**config.mk**
```make
export PLATFORM = sky130hd
export DESIGN_NAME = array_edge_feeder
export DESIGN_NICKNAME = d
export VERILOG_FILES = /design/src/rtl/array_pkg.sv /design/src/rtl/skew_line.sv /design/src/rtl/array_edge_feeder.sv
export SDC_FILE = /design/constraint.sdc
export NUM_CORES = 1
export LEC_CHECK = 0
export ABC_AREA = 1
export ABC_CLOCK_PERIOD_IN_PS = 2300
export CAP_MARGIN = 20
export CORE_MARGIN = 8
export CORE_UTILIZATION = 44
export DETAILED_ROUTE_END_ITERATION = 8
export PLACE_DENSITY = 0.85
export SYNTH_ARGS = -nofsm -noshare
export SYNTH_HDL_FRONTEND = slang
export SYNTH_SLANG_ARGS = --single-unit
```
**constraint.sdc**
```tcl
create_clock -name clk -period 2.3 [get_ports clk]
set_clock_uncertainty 0.1 [all_clocks]
set_input_delay 0.46 -clock clk [delete_from_list [all_inputs] [get_ports clk]]
set_output_delay 0.46 -clock clk [all_outputs]
set_load 0.02 [all_outputs]
```
**src/rtl/array_pkg.sv**
```systemverilog
// Shared defaults and FSM encoding for the array_edge_feeder block.
// The optional statistics counters are enabled with ARRAY_EDGE_FEEDER_STATS_EN.
package array_pkg;

   localparam int DEFAULT_ROWS   = 4;
   localparam int DEFAULT_DATA_W = 16;

   typedef enum logic [1:0] {
      IDLE   = 2'd0,
      STREAM = 2'd1,
      DRAIN  = 2'd2
   } feeder_state_t;

endpackage

```
**src/rtl/skew_line.sv**
```systemverilog
// DEPTH-stage data+valid shift register; one instance delays one array lane.
// It advances every cycle and never stalls.
module skew_line #(
   parameter int DEPTH  = 1,
   parameter int DATA_W = 16
) (
   input  logic              clk,
   input  logic              reset,
   input  logic [DATA_W-1:0] in_data,
   input  logic              in_valid,
   output logic [DATA_W-1:0] out_data,
   output logic              out_valid
);

   logic [DATA_W-1:0] data_q [DEPTH];
   logic [DATA_W-1:0] data_d [DEPTH];
   logic [DEPTH-1:0]  valid_q;
   logic [DEPTH-1:0]  valid_d;

   always_comb begin
      valid_d   = '0;
      data_d[0] = in_data;
      valid_d[0] = in_valid;
      for (int i = 1; i < DEPTH; i++) begin
         data_d[i]  = data_q[i-1];
         valid_d[i] = valid_q[i-1];
      end
   end

   always_ff @(posedge clk) begin
      if (reset) begin
         for (int i = 0; i < DEPTH; i++) begin
            data_q[i] <= '0;
         end
         valid_q <= '0;
      end else begin
         for (int i = 0; i < DEPTH; i++) begin
            data_q[i] <= data_d[i];
         end
         valid_q <= valid_d;
      end
   end

   assign out_data  = data_q[DEPTH-1];
   assign out_valid = valid_q[DEPTH-1];

endmodule

```
**src/rtl/array_edge_feeder.sv**
```systemverilog
// Left-edge feeder for a systolic array: accepts row vectors and skews lane r by r cycles.
// Optional beat/bubble counters are enabled with ARRAY_EDGE_FEEDER_STATS_EN.
module array_edge_feeder
   import array_pkg::*;
#(
   parameter int ROWS   = DEFAULT_ROWS,
   parameter int DATA_W = DEFAULT_DATA_W
) (
   input  logic                   clk,
   input  logic                   reset,
   input  logic                   in_valid,
   output logic                   in_ready,
   input  logic [ROWS*DATA_W-1:0] in_data,
   input  logic                   in_last,
   output logic [ROWS*DATA_W-1:0] out_data,
   output logic [ROWS-1:0]        out_valid,
`ifdef ARRAY_EDGE_FEEDER_STATS_EN
   output logic [31:0]            stat_beats,
   output logic [31:0]            stat_bubbles,
`endif
   output logic [1:0]             dbg_state,
   output logic                   busy
);

   localparam int CNT_W = (ROWS > 2) ? $clog2(ROWS) : 1;

   feeder_state_t          state_q, state_d;
   logic [CNT_W-1:0]       drain_cnt_q, drain_cnt_d;
   logic                   accept;
   logic [ROWS*DATA_W-1:0] lane_in;

   // Handshake: a vector transfers on a cycle where in_valid && in_ready.
   // in_ready depends on state only; upstream holds in_valid/in_data until it transfers.
   assign in_ready  = (state_q != DRAIN);
   assign accept    = in_valid && in_ready;
   assign busy      = (state_q != IDLE);
   assign dbg_state = state_q;
   assign lane_in   = accept ? in_data : '0;

   always_comb begin
      state_d     = state_q;
      drain_cnt_d = drain_cnt_q;
      unique case (state_q)
         IDLE, STREAM: begin
            if (accept) begin
               if (in_last) begin
                  state_d     = DRAIN;
                  drain_cnt_d = CNT_W'(ROWS - 1);
               end else begin
                  state_d = STREAM;
               end
            end
         end
         DRAIN: begin
            drain_cnt_d = drain_cnt_q - CNT_W'(1);
            if (drain_cnt_q == CNT_W'(1)) begin
               state_d = IDLE;
            end
         end
         default: begin
            state_d     = IDLE;
            drain_cnt_d = '0;
         end
      endcase
   end

   always_ff @(posedge clk) begin
      if (reset) begin
         state_q     <= IDLE;
         drain_cnt_q <= '0;
      end else begin
         state_q     <= state_d;
         drain_cnt_q <= drain_cnt_d;
      end
   end

   // Lane r has r+1 stages, so the wavefront reaches row r one cycle after row r-1.
   for (genvar r = 0; r < ROWS; r++) begin : g_lane
      skew_line #(
         .DEPTH  (r + 1),
         .DATA_W (DATA_W)
      ) u_lane (
         .clk       (clk),
         .reset     (reset),
         .in_data   (lane_in[r*DATA_W +: DATA_W]),
         .in_valid  (accept),
         .out_data  (out_data[r*DATA_W +: DATA_W]),
         .out_valid (out_valid[r])
      );
   end

`ifdef ARRAY_EDGE_FEEDER_STATS_EN
   logic [31:0] beats_q, beats_d;
   logic [31:0] bubbles_q, bubbles_d;

   always_comb begin
      beats_d   = beats_q;
      bubbles_d = bubbles_q;
      if (accept) begin
         beats_d = beats_q + 32'd1;
      end else if (state_q == STREAM) begin
         bubbles_d = bubbles_q + 32'd1;
      end
   end

   always_ff @(posedge clk) begin
      if (reset) begin
         beats_q   <= '0;
         bubbles_q <= '0;
      end else begin
         beats_q   <= beats_d;
         bubbles_q <= bubbles_d;
      end
   end

   assign stat_beats   = beats_q;
   assign stat_bubbles = bubbles_q;
`endif

endmodule

```
==> metrics.md <==
| Metric | Value |
|---|---|
| Distinct cells, synth | 14 |
| Vias post-DR | 3,263 |
| Crit path cell chain | inv_1 > nand2_1 > clkdlybuf4s50_1 |
| Residual DRC | 0 |
| Drt pass-1 iters | 4 |
| CTS tree | yes |
| Fin nets | 753 |
| Worst Tran Pin Value | 438 ps |
| Yosys Warn Count | 0 |
| H-tree depth | 4 |
| Number of buffers created by CTS | 17 |
| Top delay family on crit path | buffers and inverters |
| Number of global-route vias before repair | 3,343 |
| Sequential area share after synthesis | 0.634 |
| Clk sink count | 168 |
| Placed Cells | 812 |
| Syn nets | 612 |
| Post-synthesis register bit count | 168 |
| First-pass GRT wire length | 16.0 mm |
| Slowest-stage cell, CP | clkdlybuf4s50_1 |
| Startpoint types | flip-flop |
| Hold Fails Final Rpt | 0 |
| Synth-to-layout area growth | 38.9% |
| Setup TNS Final | 0 ps |
| Mean cell area of the mapped netlist | 9.76 µm² |
| GR Overflow Total | 0 |
| Arr. time, crit path | 1600 ps |
| Initial antenna violation count | 0 |
| Postcts setup bufs | 0 |
| Reg clk slew, reported paths | 70 ps |
| Fillers | 962 |
| Crit path max fanout | 4 |
| Die Wd | 126 µm |
| Total power | 0.00635 W |
| Layout cells sized above 1 | 0.132 |
| Worst-Skew Late Latency | 410 ps |
| Row cnt | 40 |
| Diode count | 0 |
| Largest net degree at the start of global routing | 103 |
| VDD IR max | 407 µV |
| # IOs | 140 |
| Power Density | 863 mW/mm² |
| Max Clock Freq | 0.462 GHz |
| WL/cell | 11.5 µm |
| Outcome | complete, no violations |
| Setup Viol. Count Final | 0 |
| Final Util | 0.618 |
| Total GRT Usage | 0.129 |
| Max_cap viols | 0 |
| Worst Path Required | 1740 ps |
| Worst min-delay path class | primary input to flip-flop |
| CP bufs+invs | 2 |
| RSZ-0062 raised after global routing | no |
| Worst Setup Path Type | flip-flop to primary output |
| Root Buffer | clkbuf_16 |
| Die Span Y | 126 µm |
| Max-slew violations | 0 |
| Mapped Cells | 543 |
| PortBufs | 139 |
| Crit. End Element | primary output |
| Hold buffers post-CTS | 0 |
| DP HPWL | 7.09 mm |
| Die area | 0.0158 mm² |
| Fin crit share | 0.941 |
| Post-CTS sizing | 0 |
| Initial core utilization | 0.445 |
| Maximum clock path buffer count | 2 |
| Starting DRT DRC Count | 142 |
| Via density per instance | 3.87 |
| Max-slew headroom | 0.708 |
| Final wirelength | 9.71 mm |
| Mapped Area | 0.00530 mm² |
| Non-Filler Instances | 844 |
| Leakage power | 3.10 nW |
| Floorplan core area | 0.0119 mm² |
| Most frequent cells in the layout | 168 x inv_1, 168 x dfxtp_1, 138 x clkdlybuf4s50_1, 116 x nor2_1, 50 x nor2_4 |
| Final GP Congestion | 0.739 |
| Minimum clock period | 2160 ps |
| Crit path largest cell delay | 590 ps |
| Post-route ant nets | 0 |
==> per-stage QoR <==
stage          hold slack (ps)  setup WS, ps  instance area (µm²)
6_report                   289           135                 7360
5_1_grt                    309          43.4                 7360
4_1_cts                    268           118                 7360
3_5_place_dp               292           309                 6760
3_3_place_gp               289           374                 6760
2_1_floorplan              288           914                 5300
==> per-layer routing <==
metal	up-vias	global-route usage	routed length, µm
li1	1745	-	-
met1	1403	0.131	3730
met2	88	0.223	5010
met3	27	0.0464	616
met4	0	0.0807	353
met5	-	0	0
==> where the power goes <==
group	internal (W)	switching, W
sequential	0.00300	0.0000274
clock	0.00169	0.00116
combinational	0.000234	0.000245
total	0.00492	0.00143
==> layout make-up <==
class | count | area, µm² | area share
clock buffer | 19 | 453 | 0.0615
clock inverter | 13 | 155 | 0.0211
inverter | 171 | 642 | 0.0872
multi-input combinational | 182 | 1090 | 0.148
sequential | 168 | 3360 | 0.457
tap | 147 | 184 | 0.0250
timing repair buffer | 144 | 1480 | 0.201
==> registers in the layout, indices dropped and copies added, names as in the netlist <==
signal,cells
g_lane.u_lane.data_q,160
dbg_state,2
g_lane.u_lane.valid_q,4
drain_cnt_q,2
==> synth_stat cells, drive strengths merged <==
cell type	instances	area share
buf	19	0.037
nand2	7	0.0050
ha	1	0.0024
dfxtp	168	0.63
inv	171	0.12
nand3	5	0.0071
a21oi	3	0.0028
clkbuf	3	0.0021
nor2	166	0.19
==> final timing paths <==
kind,startpoint,endpoint,slack (ps),depth (start not counted)
worst min-delay path,reset,dbg_state[0],290,4
worst min register to register,g_lane[3].u_lane.data_q[0][21],g_lane[3].u_lane.data_q[0][37],290,2
worst max register to register,dbg_state[1],g_lane[2].u_lane.data_q[0][15],810,6
worst max-delay path,dbg_state[0],busy,140,3
==> cell families after synthesis <==
kind of cell / count (synthesis) / synth area share
and+or+nand+nor: 178 / 0.200
AOI/OAI and AO/OA: 3 / 0.00283
adders and majority gates: 1 / 0.00236
buffers and inverters: 193 / 0.160
DFF: 168 / 0.634
==> tightest hold or removal path: cells and delay by family <==
kind / cells / cell delay (ps)
buffers and inverters: 2 / 170
AND/OR/NAND/NOR: 2 / 120
Power figures use the tool's default switching activity.
